$ cat src/rtl/ofmap_serializer.sv
// Serializes packed NUM_INPUTS-lane activation vectors into a single-lane
// valid/ready stream, lane 0 first, honouring a per-vector valid-lane count.
module ofmap_serializer #(
    parameter int unsigned  DATA_WIDTH = 16,
    parameter int unsigned  NUM_INPUTS = 4,
    localparam int unsigned LW         = $clog2(NUM_INPUTS + 1)
) (
    input  logic                             clk,
    input  logic                             reset,
    input  logic [NUM_INPUTS*DATA_WIDTH-1:0] in_data,
    input  logic [LW-1:0]                    in_lanes,
    input  logic                             in_valid,
    output logic                             in_ready,
    output logic [DATA_WIDTH-1:0]            out_data,
    output logic                             out_valid,
    input  logic                             out_ready,
    output logic                             out_last,
    output logic                             busy
);

    localparam int unsigned IW = $clog2(NUM_INPUTS);
    localparam int unsigned VW = NUM_INPUTS * DATA_WIDTH;

    typedef enum logic {
        S_IDLE,
        S_SEND
    } state_t;

    state_t                  r_state;
    logic [VW-1:0]           r_buf;
    logic [IW-1:0]           r_idx;
    logic [IW-1:0]           r_last_idx;
    logic [DATA_WIDTH-1:0]   r_out_data;
    logic                    r_out_valid;
    logic                    r_out_last;
    logic                    r_busy;

    logic [LW-1:0]           w_n_eff;
    logic [IW-1:0]           w_last_idx;
    logic [IW-1:0]           w_idx_next;
    logic                    w_accept;

    // Zero or oversized lane counts mean a full vector.
    assign w_n_eff    = (in_lanes == '0 || in_lanes > LW'(NUM_INPUTS)) ? LW'(NUM_INPUTS) : in_lanes;
    assign w_last_idx = IW'(w_n_eff - LW'(1));
    assign w_idx_next = r_idx + IW'(1);

    // Accepting on the final beat keeps back-to-back vectors bubble-free.
    assign in_ready = !reset && ((r_state == S_IDLE) ||
                                 (r_state == S_SEND && r_out_last && out_ready));
    assign w_accept = in_valid && in_ready;

    always_ff @(posedge clk) begin
        if (reset) begin
            r_state     <= S_IDLE;
            r_buf       <= '0;
            r_idx       <= '0;
            r_last_idx  <= '0;
            r_out_data  <= '0;
            r_out_valid <= 1'b0;
            r_out_last  <= 1'b0;
            r_busy      <= 1'b0;
        end else if (w_accept) begin
            r_state     <= S_SEND;
            r_buf       <= in_data;
            r_idx       <= '0;
            r_last_idx  <= w_last_idx;
            r_out_data  <= in_data[DATA_WIDTH-1:0];
            r_out_valid <= 1'b1;
            r_out_last  <= (w_last_idx == '0);
            r_busy      <= 1'b1;
        end else if (r_state == S_SEND && out_ready) begin
            if (r_out_last) begin
                r_state     <= S_IDLE;
                r_out_valid <= 1'b0;
                r_out_last  <= 1'b0;
                r_busy      <= 1'b0;
            end else begin
                // Buffer shifts down so the current lane always sits at the bottom.
                r_buf       <= r_buf >> DATA_WIDTH;
                r_idx       <= w_idx_next;
                r_out_data  <= r_buf[2*DATA_WIDTH-1:DATA_WIDTH];
                r_out_last  <= (w_idx_next == r_last_idx);
            end
        end
    end

    assign out_data  = r_out_data;
    assign out_valid = r_out_valid;
    assign out_last  = r_out_last;
    assign busy      = r_busy;

endmodule

$ cat config.mk
export PLATFORM = sky130hd
export DESIGN_NAME = ofmap_serializer
export DESIGN_NICKNAME = d
export VERILOG_FILES = /design/src/rtl/ofmap_serializer.sv
export SDC_FILE = /design/constraint.sdc
export NUM_CORES = 1
export LEC_CHECK = 0
export ABC_AREA = 1
export CORE_ASPECT_RATIO = 2
export CORE_MARGIN = 2
export CORE_UTILIZATION = 52
export DETAILED_ROUTE_END_ITERATION = 10
export GPL_ROUTABILITY_DRIVEN = 0
export PLACE_DENSITY_LB_ADDON = 0.25
export SLEW_MARGIN = 20
export SYNTH_ARGS = -nofsm -noshare
export SYNTH_HDL_FRONTEND = slang
export SYNTH_SLANG_ARGS = --single-unit
$ cat constraint.sdc
create_clock -name clk -period 3.5 [get_ports clk]
set_input_delay 0.7 -clock clk [delete_from_list [all_inputs] [get_ports clk]]
set_output_delay 0.7 -clock clk [all_outputs]
set_load 0.02 [all_outputs]
# [Word-level counts from Yosys, hierarchy flattened]
# Index checks and enable logic that the tools add are counted.
[word_totals] inputBits=71 wordCells=42 out_inout_bits=20 register_bits=86
[op_classes] magnitude_cmp=1 n_reduce_logical=16 n_addsub=2 eq_ne=2 mux=13 bitwise_logic=2
[ops] operator="two-way mux 64 bit" n=3
[ops] operator="two-way mux 16 bit" n=3
[ops] operator="two-way mux 1 bit" n=6
[ops] operator="AND reduction 2 bit" n=3
[ops] operator="logical AND 1 bit" n=5
[ops] operator="nonzero test 2 bit" n=2
[ops] operator="> comparator 3 bit, second input constant" n=1
[ops] operator="logical NOT 3 bit" n=1
[ops] operator="adder 2 x 1 -> 2 bit, second input constant" n=1
[ops] operator="== test 2 bit" n=1
[ops] operator="logical NOT 2 bit" n=1
[ops] operator="logical OR 1 bit" n=2
[ops] operator="two-way mux 2 bit" n=1
[ops] operator="inequality test 2 x 1 -> 1 bit, second input constant" n=1
[ops] operator="NOT 1 bit" n=2
[ops] operator="OR reduction 2 bit" n=1
[ops] operator="subtractor 2 x 1 -> 2 bit, second input constant" n=1
[ops] operator="logical NOT 1 bit" n=1

# [Logic depth before layout (Yosys ltp)]
# Gate-level depths: netlist of the first run.
[depth] word_depth=7 mapped_depth=9

# [Worst setup path after synthesis of the first run]
# No wires, ideal clock.
[synth_timing] kind="input-to-output" start="input reset" end="output in_ready" t_arrival_ns=1.190 required_ns=2.800 slack_ns=1.610 path_buffers=1 stages=2 path_cell_list="clkbuf_1 nor2_1"
[synth_between] elab_chain_cells=2
[synth_rtl] item="start, declared" line_no="9" source="input logic reset,"
[synth_rtl] item="logical NOT 1 bit" line_no="49" source="assign in_ready = !reset && ((r_state == S_IDLE) ||"
[synth_rtl] item="logical AND 1 bit" line_no="49"
[synth_rtl] item="end, declared" line_no="13" source="output logic in_ready,"
# Every way passes these cells.

# [Final worst setup path of the first run]
[layout_timing] start="input out_ready" end="output in_ready"
[layout_between] elab_chain_cells=3
[layout_rtl] item="start, declared" line_no="16" source="input logic out_ready,"
[layout_rtl] item="logical AND 1 bit" line_no="50" source="(r_state == S_SEND && r_out_last && out_ready));"
[layout_rtl] item="logical OR 1 bit" line_no="49"
[layout_rtl] item="logical AND 1 bit" line_no="49"
# Every way passes these cells.

==> out/metrics.cfg, run 1 <==
[global_route]
grt_pass1_wl_mm=12.1
grt_max_degree=66
grt_pass1_vias=2863
track_usage_pct=22.6
antenna_found_initial=0
gr-total-overflow=0

[finish]
syn_to_final_growth_pct=33.4
drive_gt1_share_pct=4.74
diodes=0
instances_no_fill=635
finalInstanceArea_mm2=0.00444
layout.nets=617

[timing]
fin_hold_ws_ns=0.459
setup_viol=0
max_slew_margin_pct=57.3
fmax_ghz=0.373
worst_slew_pin_slew_ns=0.641
finClkSkew_ns=0.00562
fin_ws_ns=0.820
period_needed_ns=2.68
setup_tns_ns=0
rsz0062_at_grt=no
min_period_over_period_pct=76.6
slew_violations=0
hold_viol_final=0

[synthesis]
synth_area_leader_cell=dfxtp_1
ys_ff_latch=70
yosysSeqAreaShare_pct=42.1
syn_inst=490
yosysMostFrequentCell=nand2_1
synth.top_cell.area_share_pct=42.1
synthTopCellsByArea=dfxtp_1 (42%), nand2_1 (13%), a21oi_1 (10%)
synth_warnings=0
syn-num-nets=562
yosys-top-cells-count=nand2_1 (113), dfxtp_1 (70), a21oi_1 (69)
synth-edff-count=0
syn_area_per_cell_um2=6.80
synth_ff_type=dfxtp_1
ys_types=21
synth_async_sr_flop_share_pct=0
syn_area_mm2=0.00333

[setup_path]
cp_top_family=buffers and inverters
critPathMostFrequentCell=clkdlybuf4s50_1
r2r_end=r_buf[42]$_SDFFE_PP0P_
path_cells=clkdlybuf4s50_1 -> a21boi_0 -> nor2_1 -> clkdlybuf4s50_1
required_ns=2.80
critical_path_class=in -> out
cp_max_fo=3
max_stage_delay_ns=0.60
path_depth=4
worstSetupEndpointType=output pin
cp.buffers_inverters=2
crit_slowest_cell=clkdlybuf4s50_1
startpoint_type=input pin
r2r_start=busy$_SDFFE_PP0P_
arrival_ns=1.98
r2r_slack_ns=1.63
ff2ff_path_depth=8

[clock_tree]
cts-buffers-inserted=9
clk_path_buf_depth=2
cts_resized=0
clock_sink_count=70
cts_hold_buf=0
clock_latency_ns=0.33
htree_levels=3
post-cts-setup-buffer-count=0
root_buffer=clkbuf_16
path_clk_slew_ns=0.05
cts_tree=built

[power]
ir_worst_vdd_mv=0.350
leakage_nw=1.82
power.density_mw_per_mm2=506

[place]
dpl_worst_slack_ns=0.825
dp_cells=620
dp_hpwl_mm=4.93
port_buffers=90
place_area_mm2=0.00409

[floorplanning]
initial_core_util_pct=53.2
chipWidth_um=60.6
dieArea_mm2=0.00710
io_pins=91
core.rowCount=41
core_region_area_mm2=0.00626
fp.dieH_um=117

[routing]
wl_mm=7.64
wl_per_cell_um=12.0
via_count=3120
drtIter0Drc=223
viasPerCell=4.91
first_pass_iters=4
drc=0
drtAntennaViolNets=0

[status]
outcome=complete, no violations

[min_path]
holdPathEnd=r_buf[51]$_SDFFE_PP0P_
worstHoldStart=r_buf[51]$_SDFFE_PP0P_
hold_path.class=reg -> reg
hold_path_depth=2

[flow_run]
maxCapViolations=0

[report_power, final]
part	internal (mW)	total [mW]	switching (mW)
clock network	0.750	1.07	0.321
registers	0.849	0.876	0.0270
logic	0.150	0.304	0.154
total	1.75	2.25	0.502
[cell families after synthesis]
| kind of cell | after synthesis | synth area share (%) |
|---|---|---|
| and+or+nand+nor | 217 | 26.9 |
| AOI/OAI and AO/OA | 107 | 16.6 |
| buffers and inverters | 95 | 14.1 |
| DFF | 70 | 42.1 |
| adders and majority gates | 1 | 0.376 |
[per-layer routing]
layer | part of all wire [%] | track usage [%]
met1 | 39 | 24.4
met4 | 2.3 | 12.0
met5 | 0 | 0
met2 | 55 | 38.6
met3 | 4.1 | 6.26
[sequential cells by signal (all words and copies together), names as in the netlist]
| register | flops |
|---|---|
| r_idx | 2 |
| r_last_idx | 2 |
| r_buf | 64 |
| busy | 1 |
| out_last | 1 |
[worst register-to-register path: stages, from the launching register on]
cell	delay (ns)
dfxtp_1	0.42
nand2_1	0.13
inv_2	0.08
nand2_2	0.25
inv_2	0.52
nand2_1	0.14
nand2_1	0.09
o21ai_1	0.07
a21oi_1	0.12
[worst max-delay path by stage]
stage / from / to / slack [ns]
floorplan: reset / in_ready / 1.61
global placement: out_ready / in_ready / 0.83
detailed placement: out_ready / in_ready / 0.82
CTS: out_ready / in_ready / 0.81
global route: out_ready / in_ready / 0.72
finish: out_ready / in_ready / 0.82
[cell usage in the layout, fill, tap and decap left out, types with 2 or more instances in the layout]
cell and count:
nor2_1 51, nand3_1 51, bufinv_16 3, buf_12 2
clkbuf_8 3, dfxtp_1 70, nand2_1 113, buf_4 2
inv_1 41, clkdlybuf4s50_1 89, a21oi_1 69, clkbuf_16 9
o21ai_0 6, o21ai_1 29, inv_2 3
[stage by stage]
step | util (%) | power, mW
finish | 71.0 | 2.25
global route | 71.0 | 2.34
CTS | 71.0 | 2.27
detailed placement | 65.3 | 1.20
global placement | 65.3 | 1.19
floorplan | - | 1.08
[final cells by class]
| type | count | area [um2] |
|---|---|---|
| clock inverters | 3 | 90.1 |
| multi-input cells | 325 | 1460 |
| repair buffers | 94 | 951 |
| well taps | 86 | 108 |
| flip-flops and latches | 70 | 1400 |
| fillers | 547 | 1810 |
| inverters | 45 | 169 |
| clock buffers | 12 | 267 |
Power figures use the tool's default switching activity.
==> run 2: changes to the inputs <==
--- a/config.mk
+++ b/config.mk
@@ -8,7 +8,7 @@
 export ABC_AREA = 1
 export CORE_ASPECT_RATIO = 2
 export CORE_MARGIN = 2
-export CORE_UTILIZATION = 52
+export CORE_UTILIZATION = 44
 export DETAILED_ROUTE_END_ITERATION = 10
 export GPL_ROUTABILITY_DRIVEN = 0
 export PLACE_DENSITY_LB_ADDON = 0.25
==> constraint.sdc (replaced) <==
create_clock -name clk -period 2.2 [get_ports clk]
set_input_delay 0.44 -clock clk [delete_from_list [all_inputs] [get_ports clk]]
set_output_delay 0.44 -clock clk [all_outputs]
set_load 0.02 [all_outputs]
==> run 2 against run 1 <==
  * Global-route usage decreased by 3.8 points
  * Largest cell class unchanged
  * Clock power increased by 21%
  * Hold slack better by 0.00060 ns
  * Final area shrank 0.23%
==> out/metrics.cfg, run 2 (same netlist as run 1, synthesis figures left out) <==
[status]
outcome=complete, no violations

[clock_tree]
htree_levels=3  ; unchanged
clk_path_buf_depth=2  ; unchanged
cts_tree=built
cts-buffers-inserted=9  ; unchanged
clock_latency_ns=0.33  ; about the same
cts_hold_buf=0  ; unchanged
clock_sink_count=70  ; unchanged
root_buffer=clkbuf_16
path_clk_slew_ns=0.05  ; about the same

[finish]
finish.utilization_pct=60.6  ; -10 points
largest_register_ff_count=64  ; unchanged
diodes=0  ; unchanged
top_register=r_buf
instances_no_fill=650  ; +2.4%
layout.nets=626  ; +1.5%
layout_commonest_cell=nand2_1
n_fill_cell=699  ; +28%
most-common-layout-cells=nand2_1 (113), clkdlybuf4s50_1 (88), dfxtp_1 (70), a21oi_1 (69)
reg_top3=r_buf: 64 flops, r_idx: 2 flops, r_last_idx: 2 flops
syn_to_final_growth_pct=33.1
drive_gt1_share_pct=5.73  ; +1.0 points

[setup_path]
startpoint_type=register
critical_path_class=reg -> out
r2r_start=out_last$_SDFFE_PP0P_
cp_max_fo=5  ; +2
r2r_end=r_buf[9]$_SDFFE_PP0P_
path_cells=clkdlybuf4s50_1
cp_top_family=buffers and inverters
max_stage_delay_ns=0.65  ; +0.05 ns
cp.buffers_inverters=1  ; -1
r2r_slack_ns=0.55  ; -1.08 ns
worstSetupEndpointType=output pin
crit_slowest_cell=clkdlybuf4s50_1
arrival_ns=1.40  ; -0.58 ns
required_ns=1.76  ; -1.04 ns
ff2ff_path_depth=8  ; unchanged

[min_path]
worstHoldStart=r_buf[54]$_SDFFE_PP0P_
hold_path.class=reg -> reg
hold_path_depth=2  ; unchanged
holdPathEnd=r_buf[54]$_SDFFE_PP0P_

[floorplanning]
core.rowCount=44  ; +7.3%
fp.dieH_um=127  ; +8.4%
initial_core_util_pct=45.5  ; -7.7 points
io_pins=91  ; unchanged
core_region_area_mm2=0.00732  ; +17%
chipWidth_um=65.5  ; +8.1%
dieArea_mm2=0.00832  ; +17%

[routing]
viasPerCell=4.81  ; -2.1%
via_count=3128  ; +0.26%
drtAntennaViolNets=0  ; unchanged
wl_per_cell_um=11.3  ; -6.2%
met3WireLength_um=317  ; +1.6%
first_pass_iters=4  ; unchanged
drtIter0Drc=191  ; -14%
wl_mm=7.34  ; -4.0%
wl_met1_mm=3.03  ; +1.4%
drc=0  ; unchanged
topRoutingLayerUsed=met4
wl_met2_mm=3.85  ; -7.5%

[timing]
slew_violations=0  ; unchanged
setup_tns_ns=0  ; unchanged
fin_ws_ns=0.357  ; -0.463 ns
max_slew_margin_pct=56.1  ; -1.2 points
setup_viol=0  ; unchanged
worst_slew_pin_slew_ns=0.658  ; +0.0176 ns
min_period_over_period_pct=83.8
finClkSkew_ns=0.00414  ; -0.00149 ns
hold_viol_final=0  ; unchanged
rsz0062_at_grt=no
period_needed_ns=1.84
fmax_ghz=0.543

[power]
leakage_nw=1.83  ; +0.58%
ir_worst_vdd_mv=0.518  ; +48%
power.density_mw_per_mm2=718  ; +42%

[global_route]
grt_max_degree=66  ; unchanged
antenna_found_initial=0  ; unchanged
grt_pass1_vias=2910  ; +1.6%
gr-total-overflow=0  ; unchanged
track_usage_pct=18.8  ; -3.8 points
grt_pass1_wl_mm=12.2  ; +1.1%

[place]
port_buffers=90  ; unchanged
dp_hpwl_mm=5.19  ; +5.4%
dpl_worst_slack_ns=0.0228  ; -0.802 ns
dp_cells=635  ; +2.4%

[flow_run]
maxCapViolations=0  ; unchanged

run 2: cell count changes in the layout (fill, tap and decap cells not counted):
cell and change:
clkinv_2 +1, dlymetal6s2s_1 +1, clkbuf_1 +3, buf_4 +9
clkdlybuf4s50_1 -1, clkbuf_8 -1, bufinv_16 -3
run 2: through the flow:
step           hold slack (ns)  power, mW  instance area, um2
5_1_grt                  0.474       3.33                4430
3_3_place_gp             0.449       1.90                4160
4_1_cts                  0.461       3.22                4430
3_5_place_dp             0.454       1.91                4160
6_report                 0.460       3.19                4430
2_1_floorplan            0.440       1.71                3330
run 2: how the worst max path moves through the flow:
stage / startpoint / endpoint / cells after the start
after global placement: out_ready / in_ready / 4
after CTS: out_ready / in_ready / 4
after floorplan: out_last$_SDFFE_PP0P_ / r_buf[16]$_SDFFE_PP0P_ / 7
final: busy$_SDFFE_PP0P_ / busy / 1
after detailed placement: out_ready / r_last_idx[0]$_SDFFE_PP0P_ / 7
after global routing: out_ready / r_last_idx[0]$_SDFFE_PP0P_ / 7
run 2: area by class of cell:
cell class / count / area [um2] / share of cell area, %
Multi-Input combinational cell: 325 / 1460 / 32.9
Sequential cell: 70 / 1400 / 31.6
Timing Repair Buffer: 103 / 1020 / 23.0
Clock buffer: 14 / 264 / 5.95
Inverter: 45 / 169 / 3.81
Tap cell: 92 / 115 / 2.60
Clock inverter: 1 / 5.00 / 0.113
run 2: routing by layer:
| metal | vias up | GRT usage [%] |
|---|---|---|
| li1 | 1682 | - |
| met1 | 1348 | 19.5 |
| met2 | 90 | 34.2 |
| met3 | 8 | 3.52 |
| met4 | 0 | 10.3 |
| met5 | - | 0 |
run 2: where the power goes:
| group | internal (mW) | switching [mW] | leakage (nW) |
|---|---|---|---|
| combinational | 0.249 | 0.243 | 1.12 |
| clock | 0.816 | 0.483 | 0.133 |
| sequential | 1.35 | 0.0427 | 0.574 |
run 2: repair_timing:
item                       in CTS  in global routing
setup endpoints to repair       0                  1
buffers inserted                0                  0
gates resized for setup         0                  1
hold endpoints to repair        0                  0
